**config.mk**
```make
export PLATFORM = sky130hd
export DESIGN_NAME = inst_encoder
export DESIGN_NICKNAME = d
export VERILOG_FILES = /design/src/rtl/isa_pkg.sv /design/src/rtl/sync_fifo.sv /design/src/rtl/inst_encoder.sv
export SDC_FILE = /design/constraint.sdc
export NUM_CORES = 1
export LEC_CHECK = 0
export CAP_MARGIN = 25
export CORE_AREA = 2 2 139 141
export CTS_BUF_LIST = sky130_fd_sc_hd__clkbuf_8
export CTS_CLUSTER_SIZE = 40
export DETAILED_ROUTE_END_ITERATION = 7
export DIE_AREA = 0 0 141 143
export SLEW_MARGIN = 0
export SYNTH_ARGS = -nofsm -noshare
export SYNTH_HDL_FRONTEND = slang
export SYNTH_SLANG_ARGS = --single-unit
```
**constraint.sdc**
```tcl
create_clock -name clk -period 3.17 [get_ports clk]
set_input_delay 0.7925 -clock clk [delete_from_list [all_inputs] [get_ports clk]]
set_output_delay 0.7925 -clock clk [all_outputs]
set_load 0.02 [all_outputs]
```
**src/rtl/isa_pkg.sv**
```systemverilog
// isa_pkg: instruction-format constants shared by the encoder and the decoder.
//   - Field MSB positions inside the 32-bit instruction word.
//   - Encoder FSM state type.
//   - encode_insn(): packs one field tuple into an instruction word.
package isa_pkg;

    localparam int INSN_W   = 32;
    localparam int OPC_W    = 3;
    localparam int REG_W    = 5;
    localparam int ADDR_W   = 16;

    localparam int OPC_MSB  = 31;
    localparam int R0_MSB   = 28;
    localparam int R1_MSB   = 23;
    localparam int R2_MSB   = 18;
    localparam int ADDR_MSB = 15;

    typedef enum logic [1:0] {
        IDLE = 2'd0,
        RUN  = 2'd1,
        FULL = 2'd2
    } state_e;

    // Address format leaves [18:16] zero. The decoder's reg_addr_2 field then
    // reads {3'b000, addr[15:14]}; that overlap is part of the format.
    function automatic logic [INSN_W-1:0] encode_insn(
        input logic [OPC_W-1:0]  op,
        input logic [REG_W-1:0]  r0,
        input logic [REG_W-1:0]  r1,
        input logic [REG_W-1:0]  r2,
        input logic [ADDR_W-1:0] a,
        input logic              use_addr
    );
        logic [INSN_W-1:0] w;
        w = '0;
        w[OPC_MSB -: OPC_W] = op;
        w[R0_MSB  -: REG_W] = r0;
        w[R1_MSB  -: REG_W] = r1;
        if (use_addr) begin
            w[ADDR_MSB -: ADDR_W] = a;
        end else begin
            w[R2_MSB -: REG_W] = r2;
        end
        return w;
    endfunction

endpackage

```
**src/rtl/sync_fifo.sv**
```systemverilog
// sync_fifo: single-clock FIFO with registered storage (no write-to-read bypass).
//   clk_i    rising-edge clock
//   rst_i    synchronous active-high reset; empties the FIFO
//   flush_i  synchronous flush; empties the FIFO, wins over push/pop
//   push_i   write wdata_i (ignored when full)
//   pop_i    drop the head entry (ignored when empty)
//   wdata_i  write data
//   rdata_o  head entry (valid when !empty_o)
//   full_o   DEPTH entries stored
//   empty_o  no entries stored
module sync_fifo #(
    parameter int WIDTH = 32,
    parameter int DEPTH = 4
) (
    input  logic             clk_i,
    input  logic             rst_i,
    input  logic             flush_i,
    input  logic             push_i,
    input  logic             pop_i,
    input  logic [WIDTH-1:0] wdata_i,
    output logic [WIDTH-1:0] rdata_o,
    output logic             full_o,
    output logic             empty_o
);

    localparam int PW = $clog2(DEPTH);
    localparam logic [PW-1:0] PTR_ONE = {{(PW-1){1'b0}}, 1'b1};
    localparam logic [PW:0]   CNT_ONE = {{PW{1'b0}}, 1'b1};
    localparam logic [PW:0]   CNT_MAX = DEPTH[PW:0];

    if (DEPTH < 2 || (DEPTH & (DEPTH - 1)) != 0) begin : g_bad_depth
        $error("sync_fifo: DEPTH must be a power of 2 and at least 2");
    end

    logic [WIDTH-1:0] mem_q [DEPTH];
    logic [PW-1:0]    wr_ptr_q, wr_ptr_d;
    logic [PW-1:0]    rd_ptr_q, rd_ptr_d;
    logic [PW:0]      cnt_q, cnt_d;
    logic             do_push, do_pop;

    assign full_o  = (cnt_q == CNT_MAX);
    assign empty_o = (cnt_q == '0);
    assign do_push = push_i && !full_o;
    assign do_pop  = pop_i && !empty_o;
    assign rdata_o = mem_q[rd_ptr_q];

    always_comb begin
        wr_ptr_d = wr_ptr_q;
        rd_ptr_d = rd_ptr_q;
        cnt_d    = cnt_q;
        if (flush_i) begin
            wr_ptr_d = '0;
            rd_ptr_d = '0;
            cnt_d    = '0;
        end else begin
            if (do_push) wr_ptr_d = wr_ptr_q + PTR_ONE;
            if (do_pop)  rd_ptr_d = rd_ptr_q + PTR_ONE;
            case ({do_push, do_pop})
                2'b10:   cnt_d = cnt_q + CNT_ONE;
                2'b01:   cnt_d = cnt_q - CNT_ONE;
                default: cnt_d = cnt_q;
            endcase
        end
    end

    always_ff @(posedge clk_i) begin
        if (rst_i) begin
            wr_ptr_q <= '0;
            rd_ptr_q <= '0;
            cnt_q    <= '0;
        end else begin
            wr_ptr_q <= wr_ptr_d;
            rd_ptr_q <= rd_ptr_d;
            cnt_q    <= cnt_d;
        end
    end

    // Storage needs no reset: an entry is only visible after it was pushed.
    always_ff @(posedge clk_i) begin
        if (do_push) mem_q[wr_ptr_q] <= wdata_i;
    end

endmodule

```
**src/rtl/inst_encoder.sv**
```systemverilog
// inst_encoder: packs instruction field tuples into 32-bit words, buffers them
// in a FIFO and writes them to instruction memory at consecutive addresses.
//   clk, rst            clock, synchronous active-high reset
//   start, base_addr    (re)load write pointer, clear count/overflow, enter RUN
//   in_valid/in_ready   field-tuple handshake
//   opcode, reg_addr_*, addr, use_addr   instruction fields
//   mem_we/mem_ready    memory write handshake; mem_addr/mem_wdata write payload
//   count               words written since the last start
//   busy                not IDLE, or words still queued
//   overflow            sticky: last memory word was written
module inst_encoder import isa_pkg::*; #(
    parameter int IMEM_AW    = 8,
    parameter int FIFO_DEPTH = 4
) (
    input  logic               clk,
    input  logic               rst,
    input  logic               start,
    input  logic [IMEM_AW-1:0] base_addr,
    input  logic               in_valid,
    output logic               in_ready,
    input  logic [2:0]         opcode,
    input  logic [4:0]         reg_addr_0,
    input  logic [4:0]         reg_addr_1,
    input  logic [4:0]         reg_addr_2,
    input  logic [15:0]        addr,
    input  logic               use_addr,
    output logic               mem_we,
    output logic [IMEM_AW-1:0] mem_addr,
    output logic [31:0]        mem_wdata,
    input  logic               mem_ready,
    output logic [IMEM_AW:0]   count,
    output logic               busy,
    output logic               overflow
);

    localparam logic [IMEM_AW-1:0] PTR_ONE  = {{(IMEM_AW-1){1'b0}}, 1'b1};
    localparam logic [IMEM_AW-1:0] PTR_LAST = {IMEM_AW{1'b1}};
    localparam logic [IMEM_AW:0]   CNT_ONE  = {{IMEM_AW{1'b0}}, 1'b1};

    state_e             state_q, state_d;
    logic [IMEM_AW-1:0] wr_ptr_q, wr_ptr_d;
    logic [IMEM_AW:0]   count_q, count_d;
    logic               overflow_q, overflow_d;

    logic [INSN_W-1:0]  enc_word;
    logic [INSN_W-1:0]  fifo_head;
    logic               fifo_full, fifo_empty;
    logic               fifo_push, fifo_pop, fifo_flush;
    logic               last_write;

    assign enc_word   = encode_insn(opcode, reg_addr_0, reg_addr_1, reg_addr_2, addr, use_addr);

    // in_ready is purely registered; a start in the same cycle still blocks
    // the push so a restart never carries a tuple over.
    assign fifo_push  = in_valid && in_ready && !start;
    assign fifo_pop   = mem_we && mem_ready;
    assign last_write = fifo_pop && (wr_ptr_q == PTR_LAST);
    // Whatever is still queued after the last memory word has nowhere to go.
    assign fifo_flush = start || last_write;

    sync_fifo #(
        .WIDTH (INSN_W),
        .DEPTH (FIFO_DEPTH)
    ) u_fifo (
        .clk_i   (clk),
        .rst_i   (rst),
        .flush_i (fifo_flush),
        .push_i  (fifo_push),
        .pop_i   (fifo_pop),
        .wdata_i (enc_word),
        .rdata_o (fifo_head),
        .full_o  (fifo_full),
        .empty_o (fifo_empty)
    );

    // State and datapath registers
    always_ff @(posedge clk) begin
        if (rst) begin
            state_q    <= IDLE;
            wr_ptr_q   <= '0;
            count_q    <= '0;
            overflow_q <= 1'b0;
        end else begin
            state_q    <= state_d;
            wr_ptr_q   <= wr_ptr_d;
            count_q    <= count_d;
            overflow_q <= overflow_d;
        end
    end

    // Next-state logic
    always_comb begin
        state_d = state_q;
        case (state_q)
            IDLE:    if (start) state_d = RUN;
            RUN: begin
                if (start)           state_d = RUN;
                else if (last_write) state_d = FULL;
            end
            FULL:    if (start) state_d = RUN;
            default: state_d = IDLE;
        endcase
    end

    // Pointer, count and overflow next values
    always_comb begin
        wr_ptr_d   = wr_ptr_q;
        count_d    = count_q;
        overflow_d = overflow_q;
        if (start) begin
            wr_ptr_d   = base_addr;
            count_d    = '0;
            overflow_d = 1'b0;
        end else if (fifo_pop) begin
            // Pointer wraps to 0 on the last word; FULL stops further writes.
            wr_ptr_d = wr_ptr_q + PTR_ONE;
            count_d  = count_q + CNT_ONE;
            if (last_write) overflow_d = 1'b1;
        end
    end

    // FSM outputs. mem_we is held off in a start cycle so a restart never
    // lets an old queued word reach memory.
    always_comb begin
        in_ready = 1'b0;
        mem_we   = 1'b0;
        case (state_q)
            RUN: begin
                in_ready = !fifo_full;
                mem_we   = !fifo_empty && !start;
            end
            default: begin
                in_ready = 1'b0;
                mem_we   = 1'b0;
            end
        endcase
    end

    assign mem_addr  = wr_ptr_q;
    assign mem_wdata = mem_we ? fifo_head : '0;
    assign count     = count_q;
    assign overflow  = overflow_q;
    assign busy      = (state_q != IDLE) || !fifo_empty;

endmodule

```
==> impl_metrics.ini, run 1 <==
[run_status]
run_status = complete, no violations

[global_route]
grt_overflow = 0
grt_pass1_vias = 3889
grt_max_degree = 34
global_route.usage.total_pct = 13.8
grt_first_pass_wirelength_um = 20800
number_of_antenna_violations_at_the_first_check_in_global_routing = 0

[setup_path]
crit_path_max_incr_delay_ns = 0.56
timing.critical_path.fanout_max = 13
worst-endpoint-required_ns = 2.38
timing.setup.critical_path_class = register to output port
path_delay_family = simple AND/OR/NAND/NOR gates
start_kind = register
crit_path_end_kind = output port
crit_chain = or3_4 > or3_1 > clkdlybuf4s50_1
path_buf_inv = 1
crit_arrival_ns = 2.24
cp_slowest_cell = clkdlybuf4s50_1

[final_layout]
antenna_cells = 0
drive_gt1_share_pct = 18.8
finalCoreUtilization_pct = 44.6
area_growth_pct = 29.0
nFillCells = 1630
finalNetCount = 564
post_layout_nonfiller_instances = 755

[timing]
slew_headroom_pct = 75.4
clock-skew-final_ns = 0.0212
setup-violations-final = 0
max_clock_freq_ghz = 0.329
worstMarginPinSlew_ns = 0.359
finalHoldViolations = 0
final_min_period_over_clock_period_pct = 95.8
final_max_slew_viol_count = 0
rsz0062_at_grt = no
hold_ws_ns = 0.465
final_period_minus_worst_setup_slack_ns = 3.04

[power]
power_mw = 4.12
worst_vdd_ir_v = 0.000231
p_leak_nw = 2.91
cellPowerDensity_mw_per_mm2 = 498

[detailed_routing]
routed_wl_um = 13300
detailroute.wirelength.met2_um = 6380
drt_wl_cell_um = 17.6
met1Wirelength_um = 6040
num_vias = 3637
detailedRoute.firstPassIterationCount = 5
vias_per_cell = 4.82
drt-initial-drc-count = 150
amount_of_wire_on_met3_after_detailed_routing_um = 675
ant_nets = 0
top_layer_used = met4
remaining_drc_errors = 0

[synth]
ff_latch_count_synth = 157
synth_adder_area_share_pct = 1.67
syn-num-nets = 444
post_synth_xor_area_fraction_pct = 1.91
yosysWarnings = 0
synth_async_sr_flop_share_pct = 0
postSynth.topFlopCell = edfxtp_1
synth.largest_area_cell = edfxtp_1
synthesis.instances = 388
synthesis.area_per_instance_um2 = 16.6
yosysSeqAreaShare_pct = 68.8
post_synth_num_cell_types = 43
post_synthesis_instance_area_mm2 = 0.00643
netlist_top_cells_area = edfxtp_1, mux4_2, dfxtp_1
synth_compound_area_share_pct = 2.92
synth_edf_count = 128
mux_cell_area_share_after_synthesis_pct = 11.7
post_synth_and_or_nand_nor_area_fraction_pct = 10.7
combinational_family_with_the_most_area_after_synthesis = multiplexers
post-synth-top-area-fraction_pct = 59.8

[job]
drv_cap = 0

[clock_tree]
numClockSinks = 157
worstSkewPairLatency_ns = 0.45
h-tree-depth = 4
tritoncts = done
cts.reportedPaths.clkPinSlew_ns = 0.09
clk_root_buffer_cell = clkbuf_8
numCtsBuffers = 17
cts_stage_hold_buffer_count = 0
max-clock-path-buffers = 2

[min_path]
min_path_type = register to register

[floorplanning]
initial_utilization_pct = 34.6
placement_rows = 50
io_pins = 101
fp.dieArea_mm2 = 0.0202
die_x_um = 141
die_height_um = 143
core_ar_mm2 = 0.0186

[placement]
post-place-cells = 723
placement.io_buffers = 100
finalWeightedCongestion = 0.822
detailedPlacementHpwl_um = 8570
stage by stage:
| stage | instance area (um^2) | setup TNS, ns | setup slack [ns] |
|---|---|---|---|
| 2_1_floorplan | 6430 | 0 | 0.494 |
| 3_3_place_gp | 7850 | -0.258 | -0.0920 |
| 3_5_place_dp | 7850 | -0.537 | -0.0920 |
| 4_1_cts | 8280 | 0 | 0.000716 |
| 5_1_grt | 8290 | 0 | 0.0565 |
| 6_report | 8290 | 0 | 0.135 |
cell usage in the layout, fill, tap and decap left out, drive strengths merged, types with 10 or more instances in the layout:
cell type,instances
edfxtp,128
clkdlybuf4s50,67
nor2b,35
mux4,32
dlygate4sd2,29
dfxtp,29
clkbuf,22
nor2,21
and2,21
buf,18
inv,16
nand2,11
xor2,10
power by group:
group	total (mW)	internal, mW	leakage [nW]	switching, mW
clock	1.67	0.963	0.239	0.710
combinational	0.193	0.105	1.27	0.0883
sequential	2.26	2.25	1.40	0.0131
tightest hold or removal path, stage by stage, from the launching register on:
cell     delay, ns
dfxtp_1       0.33
inv_1         0.05
a21oi_1       0.05
cells in the mapped netlist, types with 3 or more instances:
library cell and instances:
a21oi_1 9, a31oi_1 3, and2_1 21, and3_1 3, and4_1 3, buf_2 7
clkbuf_1 8, dfxtp_1 29, edfxtp_1 128, ha_1 7, inv_1 13, mux4_2 32
nand2_1 10, nand3_1 3, nand4_1 6, nor2_1 21, nor2b_1 35, o21ai_0 4
or3_1 4, xnor2_1 4, xor2_1 10
cell families after synthesis:
logic type	Yosys count
compound gates	26
flops	157
fa+ha+maj	8
buf+inv	31
mux	35
xor+xnor	14
simple gates	117
worst paths after layout:
kind	cells after the start	slack [ns]	from	end
worst max-delay path	3	0.13	u_fifo.cnt_q[2]	busy
worst min-delay path	2	0.47	overflow	overflow
worst max register to register	10	1.10	u_fifo.cnt_q[2]	u_fifo.cnt_q[2]
worst min register to register	2	0.47	overflow	overflow
state kept, by name (all words and copies together) (netlist names), named ones only:
| signal | count |
|---|---|
| count | 9 |
| mem_addr | 8 |
| overflow | 1 |
| state_q | 2 |
| u_fifo.cnt_q | 3 |
| u_fifo.mem_q | 128 |
| u_fifo.rd_ptr_q | 2 |
| u_fifo.wr_ptr_q | 2 |
layer usage:
layer | GRT usage, % | vias to the layer above
li1 | - | 1708
met1 | 17.6 | 1818
met5 | 0 | -
met2 | 22.6 | 100
met4 | 5.00 | 0
met3 | 4.12 | 11
area by class of cell:
type / instances / area [um^2] / share of cell area [%]
Clock buffer: 22 / 303 / 3.65
Sequential cell: 157 / 4430 / 53.4
Clock inverter: 10 / 156 / 1.89
Tap cell: 234 / 293 / 3.53
Timing Repair Buffer: 118 / 1190 / 14.3
Multi-Input combinational cell: 200 / 1870 / 22.5
Inverter: 14 / 52.6 / 0.634
repair_timing:
action,in CTS,in global routing
setup endpoints to repair,29,4
buffers inserted,0,0
resized for setup,30,4
pin swaps,0,0
(Power assumes the default switching activity.)
==> run 2, diff against run 1 <==
--- a/config.mk
+++ b/config.mk
@@ -11,6 +11,7 @@
 export CTS_CLUSTER_SIZE = 40
 export DETAILED_ROUTE_END_ITERATION = 7
 export DIE_AREA = 0 0 141 143
+export SKIP_CTS_REPAIR_TIMING = 1
 export SLEW_MARGIN = 0
 export SYNTH_ARGS = -nofsm -noshare
 export SYNTH_HDL_FRONTEND = slang
==> run 2 against run 1 <==
  * Hold slack hardly changed
  * Cell count stayed put
  * Cell area is 1.3% higher
  * Maximum frequency hardly changed
  * Largest power group unchanged
  * Combinational power hardly changed
  * Utilization is 0.59 points higher
  * Worst setup slack better by 0.0011 ns
==> impl_metrics.ini, run 2 (same netlist as run 1, synthesis figures left out) <==
[floorplanning]
fp.dieArea_mm2 = 0.0202
core_ar_mm2 = 0.0186
die_x_um = 141
io_pins = 101
initial_utilization_pct = 34.6
placement_rows = 50
die_height_um = 143

[setup_path]
crit_chain = or3_4 > or3_1 > clkdlybuf4s50_1
timing.critical_path.fanout_max = 13
worst-endpoint-required_ns = 2.38
start_kind = register
r2r_setup_slk_ns = 1.10
crit_path_max_incr_delay_ns = 0.56
number_of_cells_on_the_worst_reg_to_reg_path = 10
rr_endpoint = u_fifo.cnt_q[2]
timing.setup.critical_path_class = register to output port
crit_path_end_kind = output port
reg_to_reg_critical_path_startpoint = u_fifo.cnt_q[2]
cp_slowest_cell = clkdlybuf4s50_1
crit_arrival_ns = 2.24

[final_layout]
finalNetCount = 564
drive_gt1_share_pct = 18.8
most_frequent_standard_cell_in_the_layout_excluding_fill_and_tap_cells = edfxtp_1
top_register = u_fifo.mem_q
antenna_cells = 0
area_growth_pct = 30.6
final_cell_mix = edfxtp_1, clkdlybuf4s50_1, nor2b_1, dlymetal6s2s_1, mux4_2
final_instance_area_mm2 = 0.00840
number_of_flip_flops_under_the_largest_register_name = 128
finalCoreUtilization_pct = 45.2

[min_path]
hold_path.startpoint = overflow
hold-path-endpoint = overflow
min_path_type = register to register
worst_hold_path.num_cells = 2

[timing]
rsz0062_at_grt = no
final_period_minus_worst_setup_slack_ns = 3.03
slew_headroom_pct = 75.4
max_clock_freq_ghz = 0.330
setup-violations-final = 0
clock-skew-final_ns = 0.0212
finalHoldViolations = 0
final_min_period_over_clock_period_pct = 95.7
final_max_slew_viol_count = 0
worstMarginPinSlew_ns = 0.359

[detailed_routing]
remaining_drc_errors = 0
ant_nets = 0
routed_wl_um = 13300
drt_wl_cell_um = 17.6
vias_per_cell = 4.81
detailedRoute.firstPassIterationCount = 5
drt-initial-drc-count = 132
num_vias = 3629

[clock_tree]
numCtsBuffers = 17
worstSkewPairLatency_ns = 0.45
max-clock-path-buffers = 2
numClockSinks = 157
clk_root_buffer_cell = clkbuf_8
h-tree-depth = 4
tritoncts = done
cts.reportedPaths.clkPinSlew_ns = 0.09

[power]
p_leak_nw = 3.31
power_mw = 4.12
cellPowerDensity_mw_per_mm2 = 491
worst_vdd_ir_v = 0.000229

[placement]
finalWeightedCongestion = 0.822
placement.io_buffers = 100
detailedPlacementHpwl_um = 8570
place_area_mm2 = 0.00785

[global_route]
global_route.usage.total_pct = 13.8
grt_max_degree = 34
grt_pass1_vias = 3880
grt_first_pass_wirelength_um = 20700
grt_overflow = 0
number_of_antenna_violations_at_the_first_check_in_global_routing = 0

[run_status]
run_status = complete, no violations

[job]
drv_cap = 0
[run 2: area by class of cell]
cell class	count	area [um^2]
tap	234	293
timing repair buffer	118	1300
sequential	157	4430
multi-input combinational	200	1870
inverter	14	52.6
clock buffer	22	303
fill	1604	10200
clock inverter	10	156
[run 2: report_power, final]
part	switching [mW]	leakage (nW)	total, mW	internal, mW
Clock	0.707	0.239	1.67	0.963
Sequential	0.0131	1.40	2.26	2.25
Combinational	0.0883	1.67	0.193	0.105
[run 2: per-layer routing]
layer / GRT usage [%] / up-vias / share of wire, %
met5: 0 / - / 0
met4: 5.00 / 0 / 1.4
met3: 4.12 / 11 / 4.6
met2: 22.5 / 94 / 48
met1: 17.6 / 1816 / 46
li1: - / 1708 / -
[run 2: critical path, delay by kind of cell, from the launching register on]
kind / cells / cell delay [ns]
simple gates: 2 / 0.87
buf+inv: 1 / 0.56
flops: 1 / 0.37
[run 2: through the flow]
| step | worst slack [ns] | hold WS [ns] | cells | TNS (ns) |
|---|---|---|---|---|
| after floorplan | 0.494 | 0.456 | 388 | 0 |
| after global placement | -0.0920 | 0.447 | 723 | -0.258 |
| after detailed placement | -0.0920 | 0.445 | 723 | -0.537 |
| after CTS | -0.0944 | 0.468 | 755 | -1.42 |
| after global routing | 0.0565 | 0.503 | 755 | 0 |
| final | 0.136 | 0.465 | 755 | 0 |
[run 2: worst max-delay path by stage]
stage	cells after the start	from	slack [ns]	to
after floorplan	3	start	0.49	u_fifo.mem_q[1][0]
after detailed placement	6	start	-0.09	mem_wdata[28]
after global routing	3	u_fifo.cnt_q[2]	0.06	busy
final	3	u_fifo.cnt_q[2]	0.14	busy
after CTS	6	start	-0.09	mem_wdata[28]
after global placement	6	start	-0.09	mem_wdata[28]
